--- src/rtl/inst_queue.sv ---
// Instruction queue between fetch and dual-slot decode: circular buffer of
// {instruction, PC} accepting 0-2 pushes and retiring 0-2 entries per cycle.
module inst_queue #(
  parameter int DEPTH = 8,
  parameter int XLEN  = 32
) (
  input  logic                     clk,
  input  logic                     rst_n,
  input  logic                     flush,
  input  logic [1:0]               push_valid,
  input  logic [31:0]              push_inst0,
  input  logic [31:0]              push_inst1,
  input  logic [XLEN-1:0]          push_pc0,
  input  logic [XLEN-1:0]          push_pc1,
  output logic                     push_ready,
  output logic                     valid_A,
  output logic                     valid_B,
  output logic [31:0]              inst_A,
  output logic [31:0]              inst_B,
  output logic [XLEN-1:0]          pc_A,
  output logic [XLEN-1:0]          pc_B,
  output logic [6:0]               opcode_A,
  output logic [2:0]               funct3_A,
  output logic [6:0]               funct7_A,
  output logic [6:0]               opcode_B,
  output logic [2:0]               funct3_B,
  output logic [6:0]               funct7_B,
  input  logic                     pop_A,
  input  logic                     pop_B,
  output logic [$clog2(DEPTH):0]   count
);

  localparam int PW = $clog2(DEPTH);
  localparam int CW = PW + 1;
  localparam logic [CW-1:0] READY_MAX = CW'(DEPTH - 2);

  logic [31:0]     inst_mem [DEPTH];
  logic [XLEN-1:0] pc_mem   [DEPTH];

  logic [PW-1:0] head;
  logic [PW-1:0] tail;
  logic [PW-1:0] head1;
  logic [PW-1:0] tail1;
  logic [1:0]    n_push;
  logic [1:0]    n_pop;

  always_comb begin
    // Ready depends only on registered count: no pop-to-ready combinational path.
    push_ready = (count <= READY_MAX);
    valid_A    = (count != '0);
    valid_B    = (count >= CW'(2));
    head1      = head + PW'(1);
    tail1      = tail + PW'(1);

    n_push = 2'd0;
    if (push_ready) begin
      case (push_valid)
        2'b01:   n_push = 2'd1;
        2'b11:   n_push = 2'd2;
        default: n_push = 2'd0;
      endcase
    end

    n_pop = {1'b0, pop_A & valid_A} + {1'b0, pop_A & pop_B & valid_B};
  end

  always_ff @(posedge clk) begin
    if (!rst_n || flush) begin
      head  <= '0;
      tail  <= '0;
      count <= '0;
    end else begin
      head  <= head + PW'(n_pop);
      tail  <= tail + PW'(n_push);
      count <= count + CW'(n_push) - CW'(n_pop);
    end
  end

  // Storage is never cleared; the valids mask stale contents after reset/flush.
  always_ff @(posedge clk) begin
    if (rst_n && !flush) begin
      if (n_push != 2'd0) begin
        inst_mem[tail] <= push_inst0;
        pc_mem[tail]   <= push_pc0;
      end
      if (n_push == 2'd2) begin
        inst_mem[tail1] <= push_inst1;
        pc_mem[tail1]   <= push_pc1;
      end
    end
  end

  always_comb begin
    inst_A   = valid_A ? inst_mem[head]  : '0;
    pc_A     = valid_A ? pc_mem[head]    : '0;
    inst_B   = valid_B ? inst_mem[head1] : '0;
    pc_B     = valid_B ? pc_mem[head1]   : '0;
    opcode_A = inst_A[6:0];
    funct3_A = inst_A[14:12];
    funct7_A = inst_A[31:25];
    opcode_B = inst_B[6:0];
    funct3_B = inst_B[14:12];
    funct7_B = inst_B[31:25];
  end

endmodule

--- config.mk ---
export PLATFORM = sky130hd
export DESIGN_NAME = inst_queue
export DESIGN_NICKNAME = d
export VERILOG_FILES = /design/src/rtl/inst_queue.sv
export SDC_FILE = /design/constraint.sdc
export NUM_CORES = 1
export LEC_CHECK = 0
export CORE_MARGIN = 1.5
export CORE_UTILIZATION = 63
export DETAILED_ROUTE_END_ITERATION = 12
export PLACE_DENSITY_LB_ADDON = 0.05
export SLEW_MARGIN = 20
export SYNTH_ARGS = -nofsm -noshare
export SYNTH_HDL_FRONTEND = slang
export SYNTH_SLANG_ARGS = --single-unit
--- constraint.sdc ---
create_clock -name clk -period 12.2 [get_ports clk]
set_input_delay 1.83 -clock clk [delete_from_list [all_inputs] [get_ports clk]]
set_output_delay 1.83 -clock clk [all_outputs]
set_load 0.1 [all_outputs]
* Word level (Yosys, flattened, before mapping)
Memories as Yosys holds them, arrays and structs flattened. A register that Yosys moved wholly into a read port is not among the register bits.
Cells that the tools add are included.
** Operators by class
- $add $sub $neg :: 7
- $mul :: 0
- Divide/modulo/power cells :: 0
- Magnitude comparators :: 2
- Eq/ne operators :: 3
- Shift-type cells :: 0
- Muxes and demuxes :: 14
- Bitwise logic cells :: 3
- Reduce and logical (&&, ||, !) cells :: 6
** Operators with widths (count)
- 2-to-1 mux 32 bit :: 4
- adder 3 x 1 -> 3 bit, second input constant :: 2
- adder 3 x 2 -> 3 bit :: 2
- 2-to-1 mux 1 bit :: 6
- 2-to-1 mux 3 bit :: 2
- adder 4 x 2 -> 4 bit :: 1
- equality test 2 bit, second input constant :: 2
- >= comparator 4 x 2 -> 1 bit, second input constant :: 1
- less-or-equal comparator 4 x 3 -> 1 bit, second input constant :: 1
- one-hot mux 2 bit (2 select lines) :: 1
- nonzero test 4 bit :: 1
- subtractor 4 x 2 -> 4 bit :: 1
- bitwise AND 1 bit :: 3
- adder 1 x 1 -> 2 bit :: 1
- equality test 2 x 1 -> 1 bit, second input constant :: 1
- logical NOT 1 bit :: 2
- 2-to-1 mux 2 bit :: 1
- nonzero test 2 bit :: 1
- logical AND 1 bit :: 1
- logical OR 1 bit :: 1
** Word-level totals
- Flip-flop bits (word level) :: 10
- Bits in latches :: 0
- RAM bits :: 512
- ROM bits :: 0
- Input port bits :: 135
- Output and inout bits :: 169
- Memories kept :: 2
** Memories
- inst_mem :: depth 8, width 32, rd ports 2, clocked after Yosys merged registers in 1, wr ports 2, RTL line 37 : logic [31:0] inst_mem [DEPTH];
- pc_mem :: depth 8, width 32, rd ports 2, clocked after Yosys merged registers in 1, wr ports 2, RTL line 38 : logic [XLEN-1:0] pc_mem [DEPTH];

* Logic depth before layout (Yosys ltp)
- Depth after elaboration :: 7
- Gate-level depth with buffers :: 16
- Depth with buffers taken out :: 14

* Worst setup path after synthesis
No wires, ideal clock.
- Path kind :: register -> output
- Start :: reg count[2]
- End :: out inst_A[12]
- Arrival time :: 4.707 ns
- Setup slack :: 5.663 ns
- Cell stages (with the launch flop) :: 10
- Buffers on the path :: 4
- Path through :: dfxtp_1 inv_1 ha_1 nand2b_1 clkbuf_1 nor2_1 clkbuf_1 clkbuf_1 nor2_1 buf_4
** On the way
- Longest elaborated chain between the ends :: 2
** Ends and longest elaborated chain
- start: declaration :: RTL line 30 : output logic [$clog2(DEPTH):0] count
- start signal: assignment :: RTL line 75 : count <= count + CW'(n_push) - CW'(n_pop);
- nonzero test 4 bit :: RTL line 50 : valid_A = (count != '0);
- 2-to-1 mux 32 bit :: RTL line 94 : inst_A = valid_A ? inst_mem[head] : '0;
- end: declaration :: RTL line 18 : output logic [31:0] inst_A,
Every way passes these cells.

* Worst setup path after layout
- Start :: reg head[1]
- End :: out inst_B[21]
** On the way
- Longest elaborated chain between the ends :: 3
** Ends and longest elaborated chain
- start: declaration :: RTL line 40 : logic [PW-1:0] head;
- start signal: assignment :: RTL line 73 : head <= head + PW'(n_pop);
- adder 3 x 1 -> 3 bit :: RTL line 52 : head1 = head + PW'(1);
- memory (8 x 32 bit)
- 2-to-1 mux 32 bit :: RTL line 96 : inst_B = valid_B ? inst_mem[head1] : '0;
- end: declaration :: RTL line 19 : output logic [31:0] inst_B,
Every way passes these cells.

==> impl_metrics.tcl <==
set metrics [dict create \
    path_delay_family "buffers and inverters" \
    clk_path_buf_depth 3 \
    drtIter0Drc 2629 \
    drive_gt1_frac 0.281 \
    detailed_place_hpwl_um 51300 \
    syn_nets 2601 \
    grt_usage 0.365 \
    final-hold-violation-count 0 \
    cts_root_buf "clkbuf_16" \
    fin_setup_tns_ns 0 \
    final_antenna_net_count 0 \
    fp.dieArea_um2 51200 \
    drv_cap 0 \
    cts_tree "built" \
    synthCells 2451 \
    worstHoldEndpoint "count[0]" \
    drc 0 \
    grt_pass1_vias 22800 \
    r2r_end "pc_mem[3][3]" \
    required_ns 10.37 \
    ys_dominant_reg_cell "edfxtp_1" \
    port-buffer-count 303 \
    p_per_area_nw_per_um2 237 \
    netlist-cell-type-count 46 \
    via_count 22600 \
    hold_depth 2 \
    coreArea_um2 49100 \
    layout.nets 2786 \
    place_ws_ns 5.42 \
    skew_ns 0.0108 \
    dr.pass1.iters 8 \
    place.gp.congestion 0.870 \
    die_w_um 226 \
    grt_setup_unrepaired "false" \
    rrSetupSlack_ns 8.22 \
    r2r_start "count[3]" \
    cpPeakStageDelay_ns 1.20 \
    grt_max_degree 229 \
    tightestPinTransition_ns 1.19 \
    synth_area_um2 31400 \
    cts_made_buffers 57 \
    cts_setup_buffers 0 \
    vdd_drop_max_v 0.000273 \
    path_clk_slew_ns 0.06 \
    worstPathMaxFanout 228 \
    synthTopCellsByArea "edfxtp_1 (49%), mux2_2 (13%), mux4_2 (9.2%)" \
    antenna_found_initial 14 \
    die_h_um 226 \
    critical_path_class "flop to output port" \
    synth.top_cell.area_share 0.489 \
    slew_violations 0 \
    cts_sinks 522 \
    cp_slowest_cell "clkdlybuf4s50_1" \
    crit_buf_inv 2 \
    maxClockFrequency_mhz 135 \
    drt-wirelength-per-cell_um 27.9 \
    routed_wl_um 93800 \
    hold_buffers 0 \
    placedInstanceArea_um2 34400 \
    routed_via_density 6.71 \
    crit_path_end_kind "output port" \
    clk_latency_ns 0.62 \
    status "finished clean" \
    grt_overflow 0 \
    fin_ws_ns 4.80 \
    cts_resized 0 \
    h-tree-depth 2 \
    r2r_cells 8 \
    critPathLaunchType "flop" \
    synthArstFlopShare 0 \
    synth_edf_count 512 \
    stdcell_area_um2 36200 \
    yosysWarnings 0 \
    core.rowCount 81 \
    synth_top_cell_by_area "edfxtp_1" \
    synth_seq_cells 522 \
    initial_core_util 0.641 \
    ioPinCount 304 \
    min_from "count[0]" \
    setup_violations 0 \
    relSlewSlack 0.207 \
    hold_class "flop to flop" \
    fin_crit_sh 0.606 \
    path_cells "ha_1 -> xor2_4 -> buf_12 -> nand2_1 -> a21oi_1 -> or4_1 -> clkdlybuf4s50_1" \
    grt_pass1_wl_um 138000 \
    syn_avg_cell_area_um2 12.8 \
    arrival_ns 5.57 \
    seq_area_frac_synth 0.496 \
    period_minus_slack_ns 7.40 \
    power_uw 8580 \
    leakagePower_uw 0.0127 \
    syn2layout_area_growth_pct 15.3 \
]
## power breakdown
group | internal (uW) | total, uW | switching (uW)
registers | 2010 | 2050 | 44.5
clock network | 969 | 1690 | 720
logic | 1030 | 4840 | 3810
## synth_stat cells, types with 2 or more instances
| cell | n |
|---|---|
| a31oi_1 | 4 |
| nor3_1 | 4 |
| inv_1 | 12 |
| fa_1 | 4 |
| nand3_1 | 2 |
| buf_12 | 12 |
| o22ai_1 | 2 |
| mux2_2 | 356 |
| mux2i_1 | 64 |
| buf_1 | 32 |
| ha_1 | 11 |
| edfxtp_1 | 512 |
| and2_1 | 5 |
| buf_4 | 40 |
| mux4_2 | 128 |
| a22oi_1 | 4 |
| buf_2 | 26 |
| nand4_1 | 2 |
| mux2_1 | 36 |
| nand3b_1 | 2 |
| nand2_1 | 518 |
| a21oi_1 | 257 |
| mux2_4 | 121 |
| dfxtp_1 | 10 |
| nor4_4 | 3 |
| xnor2_1 | 4 |
| buf_6 | 20 |
| clkbuf_1 | 87 |
| nor2_1 | 85 |
| or4_1 | 66 |
| xor2_1 | 3 |
| nand2b_1 | 5 |
## logic make-up (layout without fill, tap and decap cells)
| kind of cell | after synthesis | after routing | share of synthesized area |
|---|---|---|---|
| AOI/OAI and AO/OA | 270 | 270 | 0.0438 |
| xor gates and xnor gates | 8 | 8 | 0.00247 |
| adders and majority gates | 15 | 15 | 0.00693 |
| buffers and inverters | 230 | 462 | 0.0443 |
| DFF | 522 | 522 | 0.496 |
| muxes | 705 | 705 | 0.310 |
| other | 0 | 17 | 0 |
| and+or+nand+nor | 701 | 701 | 0.0964 |
## cell usage in the layout, fill, tap and decap left out, types with 3 or more instances in the layout
cell type	instances
xnor2_1	3
ha_1	11
or4_1	64
a22oi_1	4
nor3_1	4
clkdlybuf4s50_1	303
clkbuf_1	15
clkbuf_16	59
mux2i_1	64
nand2b_1	5
clkinv_1	9
edfxtp_1	512
fa_1	4
mux4_2	128
a31oi_1	4
bufinv_16	3
dfxtp_4	3
dfxtp_1	7
clkinv_2	14
mux2_1	36
and2_1	5
nor4_4	3
nor2_1	76
diode_2	17
nor2_4	9
clkbuf_8	4
a21oi_1	257
nand2_1	518
mux2_4	121
inv_1	12
buf_4	38
mux2_2	356
## worst max-delay path by stage
stage / start / to / slack [ns] / cells after the start
finish: head[1] / inst_B[21] / 4.80 / 7
global route: head[1] / funct3_A[1] / 4.48 / 6
CTS: head[1] / inst_A[13] / 4.77 / 6
detailed placement: head[1] / inst_A[13] / 5.42 / 6
global placement: head[1] / funct3_A[1] / 5.48 / 6
floorplan: count[2] / inst_A[12] / 5.66 / 9
## flip-flops by register name, indices dropped and copies added, names as in the netlist
register	count
tail	3
head	3
count	4
inst_mem	256
pc_mem	256
## area by class of cell
cell class / instances / area [um2]
sequential: 522 / 15600
multi-input combinational: 1699 / 14600
fill: 3291 / 12800
timing repair buffer: 343 / 3360
clock buffer: 78 / 1590
tap: 664 / 831
clock inverter: 28 / 214
inverter: 13 / 48.8
antenna: 17 / 42.5
## worst reg2reg max path, cell delays in order, from the launching register on
cell and delay [ns]:
dfxtp_1 0.38, inv_1 0.08, ha_1 0.18, nand2_1 0.10, mux2_4 0.38, clkinv_1 0.12
nand2_1 0.49, nor2_4 1.01, buf_4 0.80
## metrics by stage
stage               std cells  hold slack (ns)  utilization
floorplan                2451            0.591            -
global placement         3241            0.678        0.701
detailed placement       3241            0.690        0.701
CTS                      3347            0.707        0.738
global route             3354            0.750        0.738
finish                   3364            0.702        0.739
## per-layer routing
metal | share of wire | vias to the layer above | wire length, um | global-route usage
met5 | 0.00051 | - | 48 | 0
met4 | 0.036 | 8 | 3420 | 0.152
met3 | 0.099 | 261 | 9330 | 0.0730
met2 | 0.49 | 1415 | 45900 | 0.604
met1 | 0.37 | 11300 | 35000 | 0.473
li1 | - | 9569 | - | -
No activity file was read; power rests on OpenSTA's default activity.
